--- src/rtl/lcz80_arith16_seq.sv ---
// Two-pass sequencer driving the 8-bit Z80 ALU for 16-bit ADD/ADC/SBC HL,rr.
// ADC/SBC support is enabled by LCZ80_ARITH16_ADCSBC_EN; otherwise every request runs as ADD.
module lcz80_arith16_seq (
    input  logic        CLK_n,
    input  logic        RESET_n,
    input  logic        Start,
    input  logic [1:0]  Op,
    input  logic [15:0] OpA,
    input  logic [15:0] OpB,
    input  logic [7:0]  F_In,
    output logic        Busy,
    output logic        Done,
    output logic [15:0] Result,
    output logic [7:0]  F_Res,
    output logic [3:0]  ALU_Op,
    output logic [7:0]  ALU_BusA,
    output logic [7:0]  ALU_BusB,
    output logic [7:0]  ALU_FIn,
    output logic        ALU_Arith16,
    output logic        ALU_Z16,
    input  logic [7:0]  ALU_Q,
    input  logic [7:0]  ALU_FOut
);

    typedef enum logic [1:0] {IDLE, LO, HI} state_t;

    state_t     state;
    logic [7:0] a_hi;
    logic [7:0] b_hi;
    logic [7:0] lo_q;
    logic [7:0] f_reg;
    logic       is_add;
    logic       is_sbc;

    logic       req_add;
    logic       req_sbc;

`ifdef LCZ80_ARITH16_ADCSBC_EN
    // Reserved encoding 11 falls back to ADD.
    assign req_add = (Op == 2'b00) || (Op == 2'b11);
    assign req_sbc = (Op == 2'b10);
`else
    logic unused_op;
    assign unused_op = ^Op;
    assign req_add   = 1'b1;
    assign req_sbc   = 1'b0;
`endif

    always_ff @(posedge CLK_n or negedge RESET_n) begin
        if (!RESET_n) begin
            state       <= IDLE;
            Busy        <= 1'b0;
            Done        <= 1'b0;
            Result      <= 16'h0000;
            F_Res       <= 8'h00;
            ALU_Op      <= 4'h0;
            ALU_BusA    <= 8'h00;
            ALU_BusB    <= 8'h00;
            ALU_FIn     <= 8'h00;
            ALU_Arith16 <= 1'b0;
            ALU_Z16     <= 1'b0;
            a_hi        <= 8'h00;
            b_hi        <= 8'h00;
            lo_q        <= 8'h00;
            f_reg       <= 8'h00;
            is_add      <= 1'b0;
            is_sbc      <= 1'b0;
        end else begin
            Done <= 1'b0;
            case (state)
                IDLE: begin
                    if (Start) begin
                        state       <= LO;
                        Busy        <= 1'b1;
                        a_hi        <= OpA[15:8];
                        b_hi        <= OpB[15:8];
                        f_reg       <= F_In;
                        is_add      <= req_add;
                        is_sbc      <= req_sbc;
                        // Low pass: ADD -> 0000, ADC -> 0001, SBC -> 0011
                        ALU_Op      <= {2'b00, req_sbc, ~req_add};
                        ALU_BusA    <= OpA[7:0];
                        ALU_BusB    <= OpB[7:0];
                        ALU_FIn     <= F_In;
                        ALU_Arith16 <= req_add;
                        ALU_Z16     <= 1'b0;
                    end
                end
                LO: begin
                    state    <= HI;
                    lo_q     <= ALU_Q;
                    // High pass always chains carry/borrow; ADC/SBC also chain low-byte zero
                    ALU_Op   <= {2'b00, is_sbc, 1'b1};
                    ALU_BusA <= a_hi;
                    ALU_BusB <= b_hi;
                    ALU_FIn  <= {f_reg[7], is_add ? f_reg[6] : (ALU_Q == 8'h00),
                                 f_reg[5:1], ALU_FOut[0]};
                    ALU_Z16  <= ~is_add;
                end
                HI: begin
                    state       <= IDLE;
                    Busy        <= 1'b0;
                    Done        <= 1'b1;
                    Result      <= {ALU_Q, lo_q};
                    F_Res       <= ALU_FOut;
                    ALU_Op      <= 4'h0;
                    ALU_BusA    <= 8'h00;
                    ALU_BusB    <= 8'h00;
                    ALU_FIn     <= 8'h00;
                    ALU_Arith16 <= 1'b0;
                    ALU_Z16     <= 1'b0;
                end
                default: begin
                    state <= IDLE;
                    Busy  <= 1'b0;
                end
            endcase
        end
    end

endmodule

--- config.mk ---
export PLATFORM = sky130hd
export DESIGN_NAME = lcz80_arith16_seq
export DESIGN_NICKNAME = d
export VERILOG_FILES = /design/src/rtl/lcz80_arith16_seq.sv
export SDC_FILE = /design/constraint.sdc
export NUM_CORES = 1
export LEC_CHECK = 0
export ABC_AREA = 1
export CAP_MARGIN = 15
export CORE_AREA = 3 3 96 98
export CTS_CLUSTER_SIZE = 40
export DETAILED_ROUTE_END_ITERATION = 16
export DIE_AREA = 0 0 99 101
export PLACE_DENSITY = 0.85
export SETUP_SLACK_MARGIN = 0.02
export SYNTH_ARGS = -nofsm -noshare
export SYNTH_HDL_FRONTEND = slang
export SYNTH_SLANG_ARGS = --single-unit
--- constraint.sdc ---
create_clock -name CLK_n -period 1.85 [get_ports CLK_n]
set_input_delay 0.37 -clock CLK_n [delete_from_list [all_inputs] [get_ports CLK_n]]
set_output_delay 0.37 -clock CLK_n [all_outputs]
set_load 0.005 [all_outputs]
==> impl_metrics.env, run 1 <==
export IMPL_relSlewSlack_pct=62.9
export IMPL_numPortBuffers=111
export IMPL_drt_iter0_drc=167
export IMPL_mostFrequentLayoutCells="nand2_1 (143), clkdlybuf4s50_1 (110), dfrtp_1 (87), a21oi_2 (36), nor2_1 (31)"
export IMPL_skew_ns=0.0107
export IMPL_max_stage_delay_ns=0.54
export IMPL_route_detailed_drc=0
export IMPL_arrival_ns=1.26
export IMPL_place_congestion=0.783
export IMPL_postLayoutCoreUtil_pct=60.9
export IMPL_nets=580
export IMPL_synthesis_area_mm2=0.00377
export IMPL_grt_max_degree=41
export IMPL_slew_violations=0
export IMPL_initial_core_util_pct=44.1
export IMPL_n_fill_cell=732
export IMPL_synth_edf_count=0
export IMPL_die_w_um=99
export IMPL_cts_tree="yes"
export IMPL_antenna_found_initial=0
export IMPL_rows=34
export IMPL_path_delay_family="buffers and inverters"
export IMPL_drv_cap=0
export IMPL_grt_pass1_wl_mm=15.0
export IMPL_clk_pin_slew_worst_paths_ns=0.09
export IMPL_path_cells="clkdlybuf4s50_1"
export IMPL_tns_ns=0
export IMPL_p_leak_nw=2.39
export IMPL_avgSynthCellArea_um2=9.31
export IMPL_cp_required_ns=1.48
export IMPL_cts_hold_buf=0
export IMPL_ys_ff_latch=87
export IMPL_final_hold_viol_count=0
export IMPL_pin_count=117
export IMPL_cts_resized=0
export IMPL_drtAntennaViolNets=0
export IMPL_setup_slack_ns=0.219
export IMPL_ff2ff_setup_slack_ns=0.29
export IMPL_regMostFlops="Result"
export IMPL_clk_path_buf_depth=2
export IMPL_post_route_min_period_ns=1.63
export IMPL_grt_pass1_vias=3250
export IMPL_drive_above_1_share_pct=13.5
export IMPL_totalWireLength_mm=9.01
export IMPL_tightest_slew_ns=0.557
export IMPL_largest_reg_flops=16
export IMPL_synthArstFlopShare_pct=100
export IMPL_yosysUniqueCellTypes=22
export IMPL_ir_drop_v=0.000831
export IMPL_cts_setup_buffers=0
export IMPL_final_common_cell="nand2_1"
export IMPL_p_total_mw=9.06
export IMPL_routedWlPerCell_um=14.3
export IMPL_synth_main_ff_cell="dfrtp_1"
export IMPL_dp_hpwl_mm=6.64
export IMPL_place_area_mm2=0.00500
export IMPL_clockRootBuffer="clkbuf_8"
export IMPL_outcome="completed"
export IMPL_crit_type="register to primary output"
export IMPL_r2r_end="ALU_BusA[4]"
export IMPL_worstPathMaxFanout=2
export IMPL_dr_pass1_iters=4
export IMPL_seq_area_frac_synth_pct=57.7
export IMPL_insertion_delay_ns=0.35
export IMPL_die_area_mm2=0.0100
export IMPL_cp_num_buf_inv=1
export IMPL_track_usage_pct=18.8
export IMPL_critPathLaunchType="register"
export IMPL_cts_buffers=9
export IMPL_fmax_ghz=0.613
export IMPL_fp_dieH_um=101
export IMPL_diodes=0
export IMPL_cp_slowest_cell="clkdlybuf4s50_1"
export IMPL_worstSetupEndpointType="primary output"
export IMPL_area_delta_synth_final_pct=38.0
export IMPL_final_cell_area_mm2=0.00520
export IMPL_cts_num_sinks=87
export IMPL_via_per_inst=4.94
export IMPL_setup_viol=0
export IMPL_synthCells=405
export IMPL_cts_max_level=3
export IMPL_hp_class="primary input to asynchronous set/reset pin"
export IMPL_grt_remaining_overflow=0
export IMPL_vias=3101
export IMPL_min_period_over_period_pct=88.2
export IMPL_coreArea_mm2=0.00855
export IMPL_r2r_cells=6
export IMPL_rsz0062_at_grt="false"
export IMPL_yosysWarnings=0
export IMPL_cp_depth=1
export IMPL_worstReg2RegStart="state[0]"
export IMPL_powerDensity_mw_per_mm2=1740
export IMPL_dp_slack_ns=0.141
worst max path at each step:
stage / from / end / slack (ns)
floorplan: state[0] / ALU_BusA[4] / 0.41
detailed placement: Start / ALU_BusA[5] / 0.14
global placement: Start / ALU_FIn[6] / 0.17
finish: F_Res[6] / F_Res[6] / 0.22
global route: state[0] / ALU_FIn[6] / 0.12
CTS: F_Res[6] / F_Res[6] / 0.18
metal layers:
metal	routed length (µm)	GRT usage (%)	up-vias	part of all wire, %
li1	-	-	1502	-
met1	3790	22.2	1500	42
met2	4670	34.0	89	52
met3	452	3.67	10	5.0
met4	93	6.30	0	1.0
met5	0	0	-	0
layout make-up:
type,count,area [µm²],area share (%)
flip-flops and latches,87,2180,41.8
inverters,17,71.3,1.37
clock buffers,10,138,2.64
repair buffers,123,1260,24.2
well taps,108,135,2.60
multi-input cells,277,1360,26.0
clock inverters,6,66.3,1.27
kinds of logic after synthesis:
family	after synthesis	share of synthesized area [%]
adder cells (fa/ha/maj)	4	1.33
flip-flops	87	57.7
AND/OR/NAND/NOR	200	21.4
buffers and inverters	43	6.51
other	1	0.0995
AO/OA/AOI/OAI	70	12.9
synthesized netlist by cell type, types with 2 or more instances:
master    number  area share (%)
a21oi_1       11             1.5
a21oi_2       36             8.4
inv_1         15             1.5
ha_1           4             1.3
nand2_1      143              14
dfrtp_1       87              58
nand3_1       23             3.1
buf_2         11             1.5
o21ai_0       21             2.8
nor2_1        31             3.1
buf_12         2             1.1
buf_6          2            0.60
buf_4          4            0.80
clkbuf_1       7            0.70
report_power, final:
group | internal, mW | total [mW] | leakage, nW | switching (mW)
clock | 0.672 | 1.35 | 0.107 | 0.680
combinational | 2.13 | 4.42 | 1.21 | 2.28
sequential | 2.83 | 3.29 | 1.07 | 0.466
total | 5.63 | 9.06 | 2.39 | 3.43
metrics by stage:
stage,std cells,hold slack (ns)
3_5_place_dp,612,0.406
2_1_floorplan,407,0.0744
6_report,628,0.00595
4_1_cts,628,0.0146
5_1_grt,628,0.0289
3_3_place_gp,612,0.394
No activity file was read; power rests on OpenSTA's default activity.
==> inputs of run 2 (changes only) <==
--- a/config.mk
+++ b/config.mk
@@ -11,8 +11,9 @@
 export CTS_CLUSTER_SIZE = 40
 export DETAILED_ROUTE_END_ITERATION = 16
 export DIE_AREA = 0 0 99 101
+export GPL_TIMING_DRIVEN = 0
+export HOLD_SLACK_MARGIN = 0.06
 export PLACE_DENSITY = 0.85
-export SETUP_SLACK_MARGIN = 0.02
 export SYNTH_ARGS = -nofsm -noshare
 export SYNTH_HDL_FRONTEND = slang
 export SYNTH_SLANG_ARGS = --single-unit
==> run 2 against run 1 <==
  * Via count up 1.4%
  * Setup slack worse by 0.073 ns
  * Non-clock buffer count up 16
  * Die area unchanged
  * First-iteration DRC count down 1.2%
  * Clock-buffer cell count up 2
  * Clock power about the same
  * Highest routed layer unchanged
  * Worst hold slack better by 0.47 ns
==> impl_metrics.env, run 2 (synthesis results as in run 1) <==
export IMPL_outcome="completed"
export IMPL_min_period_over_period_pct=92.1
export IMPL_path_cells="inv_1 > ha_1 > buf_2 > clkbuf_1 > nand3_1 > a21oi_2"
export IMPL_critPathLaunchType="register"
export IMPL_routedWlPerCell_um=14.6
export IMPL_ir_drop_v=0.00112
export IMPL_nets=596
export IMPL_cts_max_level=3
export IMPL_grt_remaining_overflow=0
export IMPL_coreArea_mm2=0.00855
export IMPL_r2r_end="ALU_FIn[1]"
export IMPL_hold_depth=2
export IMPL_n_fill_cell=745
export IMPL_p_switching_mw=3.50
export IMPL_p_leak_nw=2.43
export IMPL_relSlewSlack_pct=63.9
export IMPL_die_area_mm2=0.0100
export IMPL_cts_tree="yes"
export IMPL_post_route_min_period_ns=1.70
export IMPL_largest_reg_flops=16
export IMPL_swShare_pct=38.1
export IMPL_tns_ns=0
export IMPL_cts_buffers=9
export IMPL_drive_above_1_share_pct=14.6
export IMPL_rsz0062_at_grt="false"
export IMPL_fmax_ghz=0.587
export IMPL_fp_dieH_um=101
export IMPL_cts_num_sinks=87
export IMPL_diodes=0
export IMPL_grt_max_degree=54
export IMPL_drtAntennaViolNets=0
export IMPL_postLayoutCoreUtil_pct=61.6
export IMPL_crit_type="register to register"
export IMPL_p_clk_share_pct=15.0
export IMPL_place_congestion=0.835
export IMPL_cts_setup_buffers=0
export IMPL_powerDensity_mw_per_mm2=1750
export IMPL_worstReg2RegStart="state[1]"
export IMPL_arrival_ns=1.98
export IMPL_route_detailed_drc=0
export IMPL_drv_cap=0
export IMPL_clockRootBuffer="clkbuf_8"
export IMPL_tightest_slew_ns=0.542
export IMPL_setup_viol=0
export IMPL_p_int_mw=5.70
export IMPL_totalWireLength_mm=9.40
export IMPL_ff2ff_setup_slack_ns=0.15
export IMPL_clk_path_buf_depth=2
export IMPL_comb_power_share_pct=49.3
export IMPL_clk_pin_slew_worst_paths_ns=0.08
export IMPL_final_hold_viol_count=0
export IMPL_die_w_um=99
export IMPL_pin_count=117
export IMPL_min_delay_start="F_Res[4]"
export IMPL_drt_iter0_drc=165
export IMPL_insertion_delay_ns=0.35
export IMPL_r2r_cells=6
export IMPL_track_usage_pct=19.3
export IMPL_numPortBuffers=111
export IMPL_final_common_cell="nand2_1"
export IMPL_dp_hpwl_mm=6.98
export IMPL_vias=3145
export IMPL_setup_slack_ns=0.145
export IMPL_mostFrequentLayoutCells="nand2_1 (143), clkdlybuf4s50_1 (110), dfrtp_1 (87), a21oi_2 (36), nor2_1 (31)"
export IMPL_via_per_inst=4.88
export IMPL_grt_pass1_vias=3159
export IMPL_regMostFlops="Result"
export IMPL_seqPwrFrac_pct=35.8
export IMPL_slew_violations=0
export IMPL_rows=34
export IMPL_antenna_found_initial=0
export IMPL_dp_slack_ns=0.0707
export IMPL_area_delta_synth_final_pct=39.7
export IMPL_skew_ns=0.0144
export IMPL_whs_endpoint="F_Res[4]"
export IMPL_grt_pass1_wl_mm=15.4
export IMPL_worstSetupEndpointType="register"
export IMPL_cp_slowest_cell="dfrtp_1"
export IMPL_cp_required_ns=2.13
export IMPL_p_total_mw=9.20
export IMPL_dr_pass1_iters=4
export IMPL_initial_core_util_pct=44.1
export IMPL_worstPathMaxFanout=10
export IMPL_hp_class="register to register"
export IMPL_max_stage_delay_ns=0.38
==> run 2: critical path, delay by kind of cell (launching register included) <==
| family | cells | cell delay [ns] |
|---|---|---|
| and+or+nand+nor | 1 | 0.17 |
| DFF | 1 | 0.38 |
| adders and majority gates | 1 | 0.27 |
| buffers and inverters | 3 | 0.64 |
| AOI/OAI and AO/OA | 1 | 0.17 |
==> run 2: worst max-delay path by stage <==
stage | from | to | slack (ns) | depth (start not counted)
2_1_floorplan | state[0] | ALU_BusA[4] | 0.41 | 7
3_3_place_gp | RESET_n | ALU_BusA[0] | -2.66 | 1
3_5_place_dp | Start | f_reg[1] | 0.07 | 6
4_1_cts | state[0] | ALU_FIn[1] | 0.14 | 6
5_1_grt | state[0] | ALU_FIn[2] | 0.02 | 6
6_report | state[1] | ALU_FIn[1] | 0.15 | 6
==> run 2: final cells by class <==
type	count	area, µm²	share of cell area, %
clock inverter	4	52.6	0.998
tap	108	135	2.57
inverter	17	71.3	1.35
sequential	87	2180	41.3
multi-input combinational	277	1360	25.7
clock buffer	12	155	2.95
buffer	26	175	3.33
timing repair buffer	113	1150	21.8
==> run 2: repair_timing <==
item                                    4_1_cts  5_1_grt
endpoints found under the hold margin        34        0
endpoints found under the setup margin        0        1
resized for setup                             0        2
hold buffers                                  1        0
==> run 2: power groups by stage <==
stage               registers (mW)  clock network, mW  logic [mW]
global route                  3.41               1.48        4.99
floorplan                     3.30                  0        2.53
global placement              3.29                  0        4.40
CTS                           3.29               1.40        4.59
detailed placement            3.32                  0        4.57
finish                        3.29               1.38        4.53
==> run 2: layer usage <==
metal	part of all wire, %	wire length [µm]	up-vias	track usage [%]
met5	0	0	-	0
met4	0.85	80	0	5.46
met3	5.3	498	6	3.46
met2	51	4820	92	33.2
met1	43	4010	1511	25.1
li1	-	-	1536	-
==> run 2: metrics by stage <==
stage / std cells / area [µm²] / hold slack, ns
global placement: 626 / 5020 / 0.445
floorplan: 407 / 3780 / 0.0744
CTS: 644 / 5270 / 0.477
detailed placement: 627 / 5050 / 0.357
global route: 644 / 5270 / 0.500
finish: 644 / 5270 / 0.474
